`src/rtl/ram_port_arbiter.sv`:
```
// Two-master (A: fetch, read-only; B: data, read/write) sequencer in front of a
// single-port registered-read RAM. Define RAM_ARB_RR_EN for round-robin arbitration.
module ram_port_arbiter #(
  parameter int ADDR_W = 12,
  parameter int DATA_W = 32
) (
  input  logic                  clk_i,
  input  logic                  rst_i,
  input  logic                  a_req_i,
  input  logic [ADDR_W-1:0]     a_adr_i,
  output logic                  a_ack_o,
  output logic [DATA_W-1:0]     a_dat_o,
  input  logic                  b_req_i,
  input  logic                  b_we_i,
  input  logic [DATA_W/8-1:0]   b_be_i,
  input  logic [ADDR_W-1:0]     b_adr_i,
  input  logic [DATA_W-1:0]     b_dat_i,
  output logic                  b_ack_o,
  output logic [DATA_W-1:0]     b_dat_o,
  output logic                  ram_we_o,
  output logic [DATA_W/8-1:0]   ram_be_o,
  output logic [ADDR_W-1:0]     ram_adr_o,
  output logic [DATA_W-1:0]     ram_dat_o,
  input  logic [DATA_W-1:0]     ram_dat_i
);
  localparam int BE_W = DATA_W/8;

  typedef enum logic [1:0] {IDLE, ISSUE, WAIT, ACK} state_t;

  typedef struct packed {
    logic              port_b;
    logic              we;
    logic [BE_W-1:0]   be;
    logic [ADDR_W-1:0] adr;
    logic [DATA_W-1:0] dat;
  } ram_req_t;

  state_t   state_q, state_d;
  logic     take, fire;
  logic     pick_b;
  ram_req_t win;
  logic     gnt_b_q;
  logic     rd_q;

`ifdef RAM_ARB_RR_EN
  // Pointer holds the last granted port; on a conflict the other port wins.
  logic last_b_q;
  always_comb pick_b = b_req_i && (!a_req_i || !last_b_q);

  always_ff @(posedge clk_i) begin
    if (rst_i)     last_b_q <= 1'b0;
    else if (take) last_b_q <= pick_b;
  end
`else
  always_comb pick_b = b_req_i;
`endif

  always_comb begin
    win = '0;
    if (pick_b) begin
      win.port_b = 1'b1;
      win.we     = b_we_i;
      win.be     = b_be_i;
      win.adr    = b_adr_i;
      win.dat    = b_dat_i;
    end else begin
      win.adr    = a_adr_i;
    end
  end

  always_ff @(posedge clk_i) begin
    if (rst_i) state_q <= IDLE;
    else       state_q <= state_d;
  end

  always_comb begin
    state_d = state_q;
    take    = 1'b0;
    fire    = 1'b0;
    case (state_q)
      IDLE:    if (a_req_i || b_req_i) begin
                 take    = 1'b1;
                 state_d = ISSUE;
               end
      ISSUE:   state_d = WAIT;
      WAIT:    begin
                 fire    = 1'b1;
                 state_d = ACK;
               end
      ACK:     state_d = IDLE;
      default: state_d = IDLE;
    endcase
  end

  // Strobe/enables live for the ISSUE cycle only: loaded on grant, cleared on the next edge.
  always_ff @(posedge clk_i) begin
    if (rst_i) begin
      a_ack_o   <= 1'b0;
      b_ack_o   <= 1'b0;
      a_dat_o   <= '0;
      b_dat_o   <= '0;
      ram_we_o  <= 1'b0;
      ram_be_o  <= '0;
      ram_adr_o <= '0;
      ram_dat_o <= '0;
      gnt_b_q   <= 1'b0;
      rd_q      <= 1'b0;
    end else begin
      a_ack_o <= fire && !gnt_b_q;
      b_ack_o <= fire &&  gnt_b_q;
      if (take) begin
        gnt_b_q   <= win.port_b;
        rd_q      <= !win.we;
        ram_we_o  <= win.we;
        ram_be_o  <= win.be;
        ram_adr_o <= win.adr;
        ram_dat_o <= win.dat;
      end else begin
        ram_we_o  <= 1'b0;
        ram_be_o  <= '0;
      end
      if (fire && rd_q) begin
        if (gnt_b_q) b_dat_o <= ram_dat_i;
        else         a_dat_o <= ram_dat_i;
      end
    end
  end

endmodule

```
`config.mk`:
```
export PLATFORM = sky130hd
export DESIGN_NAME = ram_port_arbiter
export DESIGN_NICKNAME = d
export VERILOG_FILES = /design/src/rtl/ram_port_arbiter.sv
export SDC_FILE = /design/constraint.sdc
export NUM_CORES = 1
export LEC_CHECK = 0
export BUFFER_PORTS_ARGS = -buffer_cell sky130_fd_sc_hd__buf_4
export CAP_MARGIN = 10
export CORE_MARGIN = 3
export CORE_UTILIZATION = 25
export CTS_CLUSTER_SIZE = 24
export DETAILED_ROUTE_END_ITERATION = 16
export PLACE_DENSITY_LB_ADDON = 0.3
export RECOVER_POWER = 50
export SLEW_MARGIN = 40
export SYNTH_ARGS = -nofsm -noshare
export SYNTH_HDL_FRONTEND = slang
export SYNTH_SLANG_ARGS = --single-unit
```
`constraint.sdc`:
```
create_clock -name clk_i -period 3.5 [get_ports clk_i]
set_input_delay 1.05 -clock clk_i [delete_from_list [all_inputs] [get_ports clk_i]]
set_output_delay 1.05 -clock clk_i [all_outputs]
set_load 0.05 [all_outputs]
```
==> run_results.csv, run 1 <==
group,metric,value,unit
status,outcome,"finished, violations left",
status,violations,"capacitance limit, slew limit",
pwr,ir_drop,0.000488,V
synthesis,syn_area,0.00416,mm^2
critical_path,crit_fanout,32,
clocking,cts-resized-gates,0,
floorplan,rows,46,
global_route,grt_max_degree,53,
synthesis,post_synth_num_cell_types,26,
synthesis,synth_cells,441,
placement,port_buffers,211,
final_layout,final_common_cell,"buf_4",
synthesis,syn-num-nets,540,
synthesis,yosys_warnings,0,
critical_path,path_cells,"inv_1, ha_1, and3b_1, clkbuf_1, nand2_1, a21oi_1",
critical_path,startpoint,"state_q[0]",
sta,worstMarginPinSlew,1.65,ns
critical_path,path_class,"reg -> reg",
global_route,antenna_found_initial,0,
global_route,grt_pass1_wl,18.7,mm
critical_path,cp.required,3.83,ns
final_layout,fin_nets,743,
pwr,p_per_area,737,mW/mm^2
critical_path,slowest_delay,1.19,ns
critical_path,critPathArrivalTime,2.82,ns
synthesis,ys_seq_elements,119,
sta,max_freq,0.401,GHz
global_route,groute.usage.overall,13.0,%
critical_path,crit_end,"a_dat_o[13]",
clocking,post-cts-setup-buffers,0,
critical_path,reg2reg_to,"a_dat_o[13]",
final_layout,area.growth.synth_to_final,54.3,%
clocking,root_buffer,"clkbuf_16",
clocking,cts_hold_buf,0,
clocking,cts_made_buffers,17,
route,first_pass_iters,4,
critical_path,cp_num_buf_inv,2,
placement,place_ws,1.07,ns
clocking,clockBufferDepth,2,
synthesis,synth_area_leader_cell,"dfxtp_1",
critical_path,cp-start-kind,"flop",
pwr,leakage,2.79,nW
clocking,clock_latency,0.41,ns
placement,gp_congestion,0.739,
sta,drv_slew,66,
final_layout,fin_area,0.00642,mm^2
route,routed_via_density,4.39,
sta,hold_violations,0,
route,vias,3826,
pwr,p_total,4.74,mW
floorplan,die_width,135,um
sta,setup_ws,1.01,ns
final_layout,fillerInstances,1593,
sta,post-route-min-period,2.49,ns
critical_path,r2r.worst_path.cells,6,
clocking,cts_tree,"built",
placement,place_area,0.00584,mm^2
synthesis,synth_top_area_share,57.2,%
critical_path,path_depth,6,
synthesis,yosys-top-cells-area,"dfxtp_1 (57%), nand2_1 (12%), a21oi_1 (7.7%)",
synthesis,ys_seq_area_share,57.2,%
sta,fin_crit_sh,71.2,%
clocking,cts.sinks,119,
critical_path,regToRegSetupSlack,1.01,ns
global_route,grt_pass1_vias,3755,
floorplan,core_area,0.0161,mm^2
sta,relSlewSlack,-10.1,%
route,drcViolationCount,0,
route,routed_wl,12.1,mm
sta,setup_viol_count_final,0,
sta,rsz0062_at_grt,"false",
sta,whs,0.452,ns
final_layout,final_cell_mix,"buf_4 (213), nand2_1 (129), dfxtp_1 (119), a21oi_1 (64), a22o_1 (32)",
sta,fin_skew,0.00596,ns
final_layout,final_layout_size_suffix_gt1_share,37.8,%
clocking,htreeDepth,4,
job,maxCapViolCount,2,
route,drt_iter0_markers,158,
floorplan,die_area,0.0182,mm^2
placement,dp.final_hpwl,8.44,mm
critical_path,reg2reg_from,"state_q[0]",
global_route,overflow,0,
critical_path,crit_path_top_delay_cell,"clkbuf_1",
final_layout,n_antenna_cell,0,
sta,setup_tns,0,ns
clocking,clkTransAtPathRegs,0.05,ns
route,wire_per_inst,13.9,um
floorplan,start_util,25.8,%
route,ant_nets,0,
synthesis,avgSynthCellArea,9.44,um^2
critical_path,crit_path_end_kind,"flop",
floorplan,die_h,135,um
hold_path,hp-class,"reg -> reg",
critical_path,critical_path.top_delay_family,"buffers and inverters",
floorplan,io-pin-count,212,
==> final cells by class <==
type | count | area (um^2) | area share [%]
multi-input cells | 286 | 1550 | 24.2
repair buffers | 218 | 1640 | 25.6
clock inverters | 7 | 68.8 | 1.07
inverters | 2 | 7.51 | 0.117
flip-flops and latches | 119 | 2380 | 37.1
clock buffers | 24 | 502 | 7.81
well taps | 216 | 270 | 4.21
==> cells in the mapped netlist <==
cell type and n:
nand2_1 129, dfxtp_1 119, a21oi_1 64, a22o_1 32, buf_2 24, nor2_1 15
mux2i_1 13, a211oi_1 10, and2_1 4, buf_6 4, a211oi_2 3, buf_8 3
clkbuf_1 3, nor3b_1 3, and3b_1 2, ha_1 2, inv_1 2, a21o_1 1
a311oi_1 1, and3_1 1, nand3_1 1, nand3b_1 1, nor2_4 1, nor2_8 1
nor3_1 1, o21a_1 1
==> per-layer routing <==
metal | wire length, um | part of all wire, % | GRT usage (%)
met4 | 93 | 0.77 | 4.48
met5 | 0 | 0 | 0
met3 | 1170 | 9.7 | 5.59
met2 | 5640 | 47 | 20.7
met1 | 5180 | 43 | 15.7
==> cells by family (layout without fill, tap and decap cells) <==
logic type | after synthesis | after routing | share of synthesized area [%]
AND/OR/NAND/NOR | 159 | 159 | 15.9
flip-flops | 119 | 119 | 57.2
AO/OA/AOI/OAI | 112 | 112 | 17.7
buffers and inverters | 36 | 251 | 5.50
multiplexers | 13 | 13 | 3.12
adder cells (fa/ha/maj) | 2 | 2 | 0.601
==> registers in the layout (all words and copies together), names as in the netlist <==
name	count
gnt_b_q	1
ram_we_o	1
ram_be_o	4
b_dat_o	32
b_ack_o	1
state_q	2
rd_q	1
ram_dat_o	32
a_dat_o	32
ram_adr_o	12
a_ack_o	1
==> worst min-delay path: cells and delay by family (launching register included) <==
family / cells / cell delay [ns]
DFF: 1 / 0.30
and+or+nand+nor: 1 / 0.05
AOI/OAI and AO/OA: 1 / 0.05
==> how the worst min path moves through the flow <==
stage,start,endpoint,cells after the start
2_1_floorplan,gnt_b_q,a_ack_o,1
3_3_place_gp,b_dat_o[28],b_dat_o[28],2
3_5_place_dp,b_dat_o[15],b_dat_o[15],2
4_1_cts,b_dat_o[15],b_dat_o[15],2
5_1_grt,a_dat_o[21],a_dat_o[21],2
6_report,b_dat_o[30],b_dat_o[30],2
==> stage by stage <==
stage	instances	util, %
2_1_floorplan	441	-
3_3_place_gp	840	36.3
3_5_place_dp	840	36.3
4_1_cts	871	39.8
5_1_grt	872	39.9
6_report	872	39.9
==> power breakdown <==
group	switching [mW]	total (mW)	internal, mW
Clock	0.584	1.65	1.06
Sequential	0.111	1.65	1.54
Combinational	0.968	1.44	0.469
(Power assumes the default switching activity.)
==> run 2: changes to the inputs <==
Clock period 3.5 ns to 2.45 ns, I/O delays scaled along.
==> run_results.csv, run 2 (synthesis results as in run 1) <==
group,metric,value,unit
status,outcome,"completed",
job,maxCapViolCount,0,
critical_path,cp.required,1.71,ns
clocking,clkTransAtPathRegs,0.05,ns
clocking,cts.sinks,119,
floorplan,rows,46,
clocking,htreeDepth,4,
floorplan,io-pin-count,212,
route,first_pass_iters,4,
floorplan,start_util,25.8,%
pwr,switching_power,2.41,mW
sta,rsz0062_at_grt,"false",
sta,fin_skew,0.00543,ns
final_layout,area.growth.synth_to_final,53.9,%
sta,worstMarginPinSlew,0.815,ns
floorplan,die_width,135,um
sta,setup_viol_count_final,0,
clocking,root_buffer,"clkbuf_16",
final_layout,fin_nets,743,
final_layout,final_common_cell,"buf_4",
clocking,cts_tree,"built",
global_route,grt_max_degree,64,
global_route,grt_pass1_vias,3781,
clocking,post-cts-setup-buffers,0,
critical_path,crit_fanout,2,
clocking,clockBufferDepth,2,
critical_path,cp-start-kind,"flop",
route,vias,3831,
pwr,seq_power_share,33.6,%
pwr,ir_drop,0.000548,V
clocking,cts_hold_buf,0,
critical_path,path_cells,"clkbuf_1",
route,drcViolationCount,0,
pwr,pwr-share-comb,28.6,%
placement,port_buffers,211,
clocking,clock_latency,0.40,ns
route,ant_nets,0,
critical_path,path_class,"reg -> out",
pwr,netSwitchingFraction,34.2,%
final_layout,final_cell_mix,"buf_4 (193), nand2_1 (129), dfxtp_1 (119), a21oi_1 (64), a22o_1 (32)",
placement,dp.final_hpwl,8.85,mm
critical_path,critPathArrivalTime,1.22,ns
route,routed_wl,12.5,mm
pwr,leakage,2.74,nW
placement,gp_congestion,0.739,
final_layout,largest_registers,"a_dat_o: 32 flops, b_dat_o: 32 flops, ram_dat_o: 32 flops",
sta,setup_tns,0,ns
route,routed_via_density,4.39,
hold_path,hp-class,"reg -> reg",
critical_path,slowest_delay,0.51,ns
sta,max_freq,0.510,GHz
critical_path,crit_path_top_delay_cell,"clkbuf_1",
critical_path,critical_path.top_delay_family,"buffers and inverters",
sta,post-route-min-period,1.96,ns
route,wire_per_inst,14.4,um
global_route,overflow,0,
pwr,internal_power,4.63,mW
clocking,cts-resized-gates,0,
floorplan,die_area,0.0182,mm^2
sta,fin_crit_sh,80.0,%
final_layout,n_antenna_cell,0,
clocking,cts_made_buffers,17,
pwr,p_clk_share,37.8,%
critical_path,cp_num_buf_inv,1,
pwr,p_total,7.04,mW
final_layout,final_layout_size_suffix_gt1_share,35.2,%
floorplan,die_h,135,um
global_route,grt_pass1_wl,19.2,mm
sta,hold_violations,0,
floorplan,core_area,0.0161,mm^2
global_route,antenna_found_initial,0,
global_route,groute.usage.overall,13.4,%
sta,relSlewSlack,45.7,%
pwr,p_per_area,1100,mW/mm^2
critical_path,crit_path_end_kind,"primary output",
sta,drv_slew,0,
route,drt_iter0_markers,113,
## run 2: cell types whose count changed in the layout (fill, tap and decap cells not counted), moves of 2 or more
cell,previous run,this run
buf_4,213,193
bufinv_16,1,5
clkbuf_1,6,23
clkbuf_2,0,3
clkbuf_8,5,0
clkinvlp_4,2,4
## run 2: per-stage QoR
stage / hold WS, ns / worst slack (ns) / instances / utilization (%) / cell area [um^2]
2_1_floorplan: 0.476 / 0.851 / 441 / - / 4160
4_1_cts: 0.455 / 0.680 / 873 / 40.3 / 6500
5_1_grt: 0.469 / 0.349 / 873 / 39.8 / 6410
3_3_place_gp: 0.444 / 0.467 / 841 / 36.4 / 5860
3_5_place_dp: 0.448 / 0.395 / 841 / 36.4 / 5860
6_report: 0.453 / 0.490 / 873 / 39.8 / 6410
## run 2: cell type report
cell class / instances / area [um^2]
clock buffer: 19 / 433
clock inverter: 13 / 204
fill: 1662 / 9710
inverter: 2 / 7.51
multi-input combinational: 286 / 1550
sequential: 119 / 2380
tap: 216 / 270
timing repair buffer: 218 / 1560
## run 2: path summary, 6_finish.rpt
kind / from / endpoint / slack (ns) / cells after the start
worst max-delay path: a_dat_o[8] / a_dat_o[8] / 0.49 / 1
worst min-delay path: a_dat_o[23] / a_dat_o[23] / 0.45 / 2
worst max register to register: state_q[0] / a_dat_o[0] / 0.57 / 6
worst min register to register: a_dat_o[23] / a_dat_o[23] / 0.45 / 2
## run 2: per-layer routing
layer	track usage [%]	vias up	routed length (um)
li1	-	1897	-
met1	16.2	1756	5530
met2	21.5	165	5700
met3	5.51	13	1140
met4	5.04	0	165
met5	0	-	0
## run 2: power groups by stage
stage / Combinational (mW) / Sequential, mW / Clock [mW]
floorplan: 0.696 / 3.18 / 0
global placement: 2.03 / 2.40 / 0
detailed placement: 2.06 / 2.40 / 0
CTS: 2.06 / 2.37 / 2.74
global route: 2.13 / 2.40 / 2.82
finish: 2.01 / 2.36 / 2.66
